**src/rtl/ppg_phase_sequencer.sv**
```systemverilog
// PPG phase sequencer: drives the RED / IR / DARK acquisition frame, applies
// the per-channel front-end settings, averages the ADC per phase and
// publishes ambient-corrected results through a valid/ready handshake.
module ppg_phase_sequencer #(
  parameter int SETTLE_CYC = 4,
  parameter int AVG_LOG2   = 3
) (
  input  logic       CLK,
  input  logic       rst,
  input  logic       enable,
  input  logic [3:0] RED_PGA,
  input  logic [6:0] RED_DC,
  input  logic [3:0] IR_PGA,
  input  logic [6:0] IR_DC,
  input  logic [7:0] ADC,
  output logic       LED_RED,
  output logic       LED_IR,
  output logic [3:0] PGA_Gain,
  output logic [6:0] DC_Comp,
  output logic [7:0] RED_ADC_Value,
  output logic [7:0] IR_ADC_Value,
  output logic [7:0] DARK_ADC_Value,
  output logic       frame_valid,
  input  logic       frame_ready,
  output logic       overrun
);

  localparam int         ACC_W       = 8 + AVG_LOG2;
  localparam int         ACQ_N       = 1 << AVG_LOG2;
  localparam logic [7:0] SETTLE_LAST = 8'(SETTLE_CYC - 1);
  localparam logic [7:0] ACQ_LAST    = 8'(ACQ_N - 1);

  typedef enum logic [2:0] {
    IDLE,
    RED_SETTLE,
    RED_ACQ,
    IR_SETTLE,
    IR_ACQ,
    DARK_SETTLE,
    DARK_ACQ,
    PUBLISH
  } state_t;

  // Ambient subtraction clamps at zero: a channel darker than the dark
  // reading carries no signal.
  function automatic logic [7:0] sat_sub(input logic [7:0] a, input logic [7:0] b);
    logic signed [8:0] diff;
    diff = $signed({1'b0, a}) - $signed({1'b0, b});
    return (diff < 0) ? 8'd0 : diff[7:0];
  endfunction

  // Averaging is a plain truncating shift of the power-of-two sample sum.
  function automatic logic [7:0] phase_avg(input logic [ACC_W-1:0] sum);
    return 8'(sum >> AVG_LOG2);
  endfunction

  state_t           state, next_state;
  logic [7:0]       cnt, cnt_next;
  logic             in_acq, acq_last, start_frame;
  logic [ACC_W-1:0] acc_p0, acc_sum;
  logic [7:0]       red_avg_p1, ir_avg_p1, dark_avg_p1;
  logic [3:0]       lat_red_pga, lat_ir_pga;
  logic [6:0]       lat_red_dc, lat_ir_dc;

  // Next-state and phase-counter logic; a dropped enable aborts to IDLE.
  always_comb begin
    next_state = state;
    cnt_next   = cnt + 8'd1;
    case (state)
      IDLE: begin
        cnt_next = '0;
        if (enable) next_state = RED_SETTLE;
      end
      RED_SETTLE:  if (cnt == SETTLE_LAST) begin next_state = RED_ACQ;     cnt_next = '0; end
      RED_ACQ:     if (cnt == ACQ_LAST)    begin next_state = IR_SETTLE;   cnt_next = '0; end
      IR_SETTLE:   if (cnt == SETTLE_LAST) begin next_state = IR_ACQ;      cnt_next = '0; end
      IR_ACQ:      if (cnt == ACQ_LAST)    begin next_state = DARK_SETTLE; cnt_next = '0; end
      DARK_SETTLE: if (cnt == SETTLE_LAST) begin next_state = DARK_ACQ;    cnt_next = '0; end
      DARK_ACQ:    if (cnt == ACQ_LAST)    begin next_state = PUBLISH;     cnt_next = '0; end
      PUBLISH: begin
        cnt_next   = '0;
        next_state = enable ? RED_SETTLE : IDLE;
      end
      default: begin
        next_state = IDLE;
        cnt_next   = '0;
      end
    endcase
    if (state != IDLE && !enable) begin
      next_state = IDLE;
      cnt_next   = '0;
    end
  end

  // Phase decode shared by the accumulator and settings latch.
  always_comb begin
    in_acq      = (state == RED_ACQ) || (state == IR_ACQ) || (state == DARK_ACQ);
    acq_last    = in_acq && (cnt == ACQ_LAST);
    start_frame = (next_state == RED_SETTLE) && ((state == IDLE) || (state == PUBLISH));
    acc_sum     = acc_p0 + ACC_W'(ADC);
  end

  // State register and in-phase cycle counter.
  always_ff @(posedge CLK) begin
    if (rst) begin
      state <= IDLE;
      cnt   <= '0;
    end else begin
      state <= next_state;
      cnt   <= cnt_next;
    end
  end

  // Channel settings are captured once per frame so mid-frame edits wait.
  always_ff @(posedge CLK) begin
    if (rst) begin
      lat_red_pga <= '0;
      lat_red_dc  <= '0;
      lat_ir_pga  <= '0;
      lat_ir_dc   <= '0;
    end else if (start_frame) begin
      lat_red_pga <= RED_PGA;
      lat_red_dc  <= RED_DC;
      lat_ir_pga  <= IR_PGA;
      lat_ir_dc   <= IR_DC;
    end
  end

  // Sample accumulation: runs only in ACQ states, held at zero elsewhere so
  // every ACQ state starts from a clean sum.
  always_ff @(posedge CLK) begin
    if (rst || !in_acq) acc_p0 <= '0;
    else                acc_p0 <= acc_sum;
  end

  // Phase averages: captured with the final sample of each completed ACQ.
  always_ff @(posedge CLK) begin
    if (rst) begin
      red_avg_p1  <= '0;
      ir_avg_p1   <= '0;
      dark_avg_p1 <= '0;
    end else if (acq_last && enable) begin
      case (state)
        RED_ACQ:  red_avg_p1  <= phase_avg(acc_sum);
        IR_ACQ:   ir_avg_p1   <= phase_avg(acc_sum);
        DARK_ACQ: dark_avg_p1 <= phase_avg(acc_sum);
        default:  ;
      endcase
    end
  end

  // Registered front-end drive, results and handshake.
  always_ff @(posedge CLK) begin
    if (rst) begin
      LED_RED        <= 1'b0;
      LED_IR         <= 1'b0;
      PGA_Gain       <= '0;
      DC_Comp        <= 7'd127;
      RED_ADC_Value  <= '0;
      IR_ADC_Value   <= '0;
      DARK_ADC_Value <= '0;
      frame_valid    <= 1'b0;
      overrun        <= 1'b0;
    end else begin
      LED_RED <= (state == RED_SETTLE) || (state == RED_ACQ);
      LED_IR  <= (state == IR_SETTLE) || (state == IR_ACQ);
      case (state)
        IDLE: begin
          PGA_Gain <= '0;
          DC_Comp  <= 7'd127;
        end
        IR_SETTLE, IR_ACQ: begin
          PGA_Gain <= lat_ir_pga;
          DC_Comp  <= lat_ir_dc;
        end
        default: begin
          PGA_Gain <= lat_red_pga;
          DC_Comp  <= lat_red_dc;
        end
      endcase
      if (state == PUBLISH) begin
        RED_ADC_Value  <= sat_sub(red_avg_p1, dark_avg_p1);
        IR_ADC_Value   <= sat_sub(ir_avg_p1, dark_avg_p1);
        DARK_ADC_Value <= dark_avg_p1;
        frame_valid    <= 1'b1;
        if (frame_valid && !frame_ready)     overrun <= 1'b1;
        else if (frame_valid && frame_ready) overrun <= 1'b0;
      end else if (frame_valid && frame_ready) begin
        frame_valid <= 1'b0;
        overrun     <= 1'b0;
      end
    end
  end

endmodule

```
**config.mk**
```make
export PLATFORM = sky130hd
export DESIGN_NAME = ppg_phase_sequencer
export DESIGN_NICKNAME = d
export VERILOG_FILES = /design/src/rtl/ppg_phase_sequencer.sv
export SDC_FILE = /design/constraint.sdc
export NUM_CORES = 1
export LEC_CHECK = 0
export CORE_MARGIN = 2
export CORE_UTILIZATION = 45
export CTS_CLUSTER_SIZE = 14
export DETAILED_ROUTE_END_ITERATION = 6
export PLACE_DENSITY = 0.68
export SYNTH_ARGS = -nofsm -noshare
export SYNTH_HDL_FRONTEND = slang
export SYNTH_SLANG_ARGS = --single-unit
```
**constraint.sdc**
```tcl
create_clock -name CLK -period 6.9 [get_ports CLK]
set_input_delay 1.38 -clock CLK [delete_from_list [all_inputs] [get_ports CLK]]
set_output_delay 1.38 -clock CLK [all_outputs]
set_load 0.03 [all_outputs]
```
* Word level (Yosys, flattened, before mapping)
Cells that the tools add are included.
Operators by class: muxes and demuxes 22, order comparisons 2, $add $sub $neg 4, reduce and logical (&&, ||, !) cells 26, eq/ne operators 10
Operator list (count):
- 8-bit 2-to-1 mux | 4
- 3-bit 2-to-1 mux | 8
- 3-bit one-hot mux with 8 select lines | 1
- 8-bit one-hot mux with 3 select lines | 1
- 9-bit by 1-bit < comparator with 1-bit output (second input constant) | 2
- 8-bit by 8-bit subtractor with 9-bit output | 2
- 7-bit one-hot mux with 2 select lines | 1
- 3-bit == test (second input constant) | 4
- 11-bit by 8-bit adder with 11-bit output | 1
- 8-bit by 1-bit adder with 8-bit output (second input constant) | 1
- 8-bit by 2-bit == test with 1-bit output (second input constant) | 1
- 8-bit by 3-bit == test with 1-bit output (second input constant) | 1
- 4-bit one-hot mux with 2 select lines | 1
- 3-bit by 1-bit == test with 1-bit output (second input constant) | 2
- 3-bit by 2-bit == test with 1-bit output (second input constant) | 2
- 1-bit logical AND | 6
- 1-bit logical OR | 6
- 1-bit 2-to-1 mux | 6
- 2-bit AND reduction | 3
- 2-bit OR reduction | 3
- 3-bit OR reduction | 2
- 1-bit zero test | 3
- 3-bit zero test | 1
- 3-bit nonzero test | 1
- 2-bit nonzero test | 1
Storage, ports and cells: logic and storage cells 83, output and inout bits 39, register bits after elaboration 107

* Logic depth before layout (Yosys ltp)
depth after elaboration 6, gate-level depth with buffers 9, mapped depth without buffers 9

* Least setup slack after synthesis
OpenSTA, ideal clock, no wires.
path kind input-to-reg, start input ADC[6], end register red_avg_p1[6], stages on the path 7, library setup time 92 ps, data arrival time 2929 ps, buffers on the path 1, slack 3878 ps, cell sequence ha_1 -> clkbuf_1 -> a2111oi_0 -> o21ai_0 -> nand3_1 -> mux2_2 -> o32ai_1
Between the ends: word-level cells in the longest chain between the ends 1
Ends and longest elaborated chain:
- start: declaration | RTL line 15 | input logic [7:0] ADC,
- 11-bit by 8-bit adder with 11-bit output | RTL line 100 | acc_sum = acc_p0 + ACC_W'(ADC);
- end signal: assignment | RTL line 144 | RED_ACQ: red_avg_p1 <= phase_avg(acc_sum);
- end: declaration | RTL line 61 | logic [7:0] red_avg_p1, ir_avg_p1, dark_avg_p1;
Every way passes these cells. A chain may end at the register's enable or synchronous reset.

* Worst setup path in the final report
start input ADC[0], end register dark_avg_p1[5]
Between the ends: word-level cells in the longest chain between the ends 1
Ends and longest elaborated chain:
- 11-bit by 8-bit adder with 11-bit output | RTL line 100
- end signal: assignment | RTL line 146 | DARK_ACQ: dark_avg_p1 <= phase_avg(acc_sum);
- end: declaration | RTL line 61
Every way passes these cells.

==> impl_metrics.ini <==
[status]
status = finished, final reports clean

[pwr]
leakage_nw = 2.09
powerDensity_nw_per_um2 = 184
ir_drop_uv = 119

[clocking]
cts_tree = built
cts_max_level = 3
numClockSinks = 107
ctsHoldBuffers = 0
clockBufferDepth = 2
clk_pin_slew_ns = 0.11
cts_setup_buffers = 0
clock_latency_ns = 0.37
cts_made_buffers = 9
cts_resized = 0
cts-root-buf = clkbuf_8

[sta]
slew_viol_final = 0
fin_crit_ns = 3.41
whs_ns = 0.455
worst_pin_slew_ns = 1.06
finalCritPeriodShare = 0.495
rsz0062_at_grt = no
clock_skew_ns = 0.0116
fin_ws_ns = 3.49
fin_setup_tns_ns = 0
finalHoldViolCount = 0
max_freq_ghz = 0.293
slew_headroom = 0.292
finalSetupViolCount = 0

[detailed_routing]
drc_errors = 0
drt_wl_total_mm = 11.0
highest_layer = met4
routed-wl-met3_um = 451
via_count = 4142
via_per_inst = 5.34
drt_iter0_drc = 205
dr.pass1.iters = 4
wl_met1_mm = 4.98
met2_length_mm = 5.40
wl_per_cell_um = 14.2
ant_nets = 0

[critical_path]
cp_data_required_time_ns = 7.12
end_kind = flip-flop
crit_type = primary input to flip-flop
max_stage_delay_ns = 0.46
crit_path_top_delay_cell = clkdlybuf4s50_1
arrival_ns = 3.64
crit_path_start_kind = primary input
crit_chain = clkdlybuf4s50_1 -> ha_1 -> inv_1 -> fa_1 -> nor2b_1 -> o31a_1 -> o22ai_1 -> xnor2_1 -> o41ai_1
crit_fanout = 6

[global_routing]
grt_max_degree = 96
grt_pass1_wl_mm = 18.4
antenna_found_initial = 0
overflow = 0
grt_pass1_vias = 3909
grtUsageTotal = 0.194

[floorplanning]
core_area_um2 = 10800
die_area_um2 = 11900
die-width_um = 109
die_y_um = 109
rows = 38
start_util = 0.460
io_pins = 73

[synth]
syn_inst = 574
async_reset_ff_frac = 0
synth.top_cells.by_area = dfxtp_1 43%, nand2_1 6.8%, ha_1 6.3%, a21oi_1 5.2%, nor2_1 3.7%
synth_seq_area_share = 0.431
synth_top_area_share = 0.431
yosysTopAreaCell = dfxtp_1
syn_area_per_cell_um2 = 8.65
synth.distinct_cells = 56
synth.ff_latch_count = 107
synth_top_flop_cell = dfxtp_1
synthesis.nets = 636
synth_area_um2 = 4970
yosys_warnings = 0
synth_edf_count = 0

[final_layout]
final_nets = 693
antennaDiodeCount = 0
final_util = 0.549
area_growth_pct = 19.4
drive_gt1_frac = 0.0613
fin_area_um2 = 5930

[place]
place_worst_setup_slack_ns = 3.12
io_buffers = 72
hpwl_mm = 7.93
placed_area_um2 = 5730
routabilityCongestion = 0.839

[min_path]
hold_class = flip-flop to flip-flop

[run]
max-cap-violations = 0
==> synth_stat cells, drive strengths merged, types with 10 or more instances <==
master	instances
inv	22
a21oi	52
or3	10
clkbuf	20
o22ai	11
nand2	90
xor2	11
nor2	49
o21ai	20
dfxtp	107
nand2b	12
a211oi	14
nor3	15
ha	25
==> path summary, 6_finish.rpt <==
kind / cells past startpoint / slack (ns) / to / start
setup / recovery: 9 / 3.49 / dark_avg_p1[5]$_SDFFE_PP0P_ / ADC[0]
setup reg to reg: 5 / 4.31 / dark_avg_p1[1]$_SDFFE_PP0P_ / cnt[4]$_SDFF_PP0_
hold reg to reg: 1 / 0.46 / cnt[0]$_SDFF_PP0_ / cnt[0]$_SDFF_PP0_
hold / removal: 1 / 0.46 / cnt[0]$_SDFF_PP0_ / cnt[0]$_SDFF_PP0_
==> per-layer routing <==
| layer | GRT usage | vias up |
|---|---|---|
| li1 | - | 2116 |
| met5 | 0 | - |
| met4 | 0.0531 | 0 |
| met2 | 0.332 | 88 |
| met1 | 0.249 | 1923 |
| met3 | 0.0365 | 15 |
==> power by group <==
group	total (mW)	internal, mW	switching [mW]
registers	0.633	0.628	0.00557
logic	0.0714	0.0332	0.0382
clock network	0.386	0.144	0.242
total	1.09	0.805	0.286
==> logic make-up (layout without fill, tap and decap cells) <==
kind of cell / after synthesis / count (layout) / synth area share
DFF: 107 / 107 / 0.431
xor gates and xnor gates: 17 / 17 / 0.0300
AOI/OAI and AO/OA: 147 / 147 / 0.192
and+or+nand+nor: 218 / 218 / 0.211
muxes: 7 / 7 / 0.0144
buffers and inverters: 50 / 112 / 0.0461
adders and majority gates: 28 / 28 / 0.0751
==> per-stage QoR <==
step	total power, mW	instances
after detailed placement	0.719	760
after global routing	1.13	776
after floorplan	0.687	574
after global placement	0.718	760
final	1.09	776
after CTS	1.10	776
==> state kept, by name (all words and copies together), names as in the netlist, 7 cells and up, named ones only <==
register and cells:
DARK_ADC_Value 8, DC_Comp 7, IR_ADC_Value 8, RED_ADC_Value 8, acc_p0 11, cnt 8, dark_avg_p1 8, ir_avg_p1 8
lat_ir_dc 7, lat_red_dc 7, red_avg_p1 8
==> layout make-up <==
type | instances | area (µm²)
Clock inverter | 7 | 78.8
Tap cell | 140 | 175
Inverter | 22 | 82.6
Multi-Input combinational cell | 417 | 2600
Clock buffer | 9 | 124
Sequential cell | 107 | 2140
Fill cell | 1025 | 4860
Timing Repair Buffer | 74 | 731
==> cell usage in the layout (no fill, tap or decap), types with 10 or more instances in the layout <==
cell,instances
a211oi_1,12
a21oi_1,52
clkdlybuf4s50_1,71
dfxtp_1,107
ha_1,25
inv_1,20
nand2_1,90
nand2b_1,12
nor2_1,49
nor3_1,15
o21ai_0,19
o22ai_1,11
or3_1,10
xor2_1,11
==> critical path, delay by kind of cell <==
| family | cells | cell delay, ns |
|---|---|---|
| XOR/XNOR | 1 | 0.41 |
| adder cells (fa/ha/maj) | 2 | 0.58 |
| AND/OR/NAND/NOR | 1 | 0.22 |
| buffers and inverters | 2 | 0.53 |
| AO/OA/AOI/OAI | 3 | 0.52 |
No activity file was read; power rests on OpenSTA's default activity.
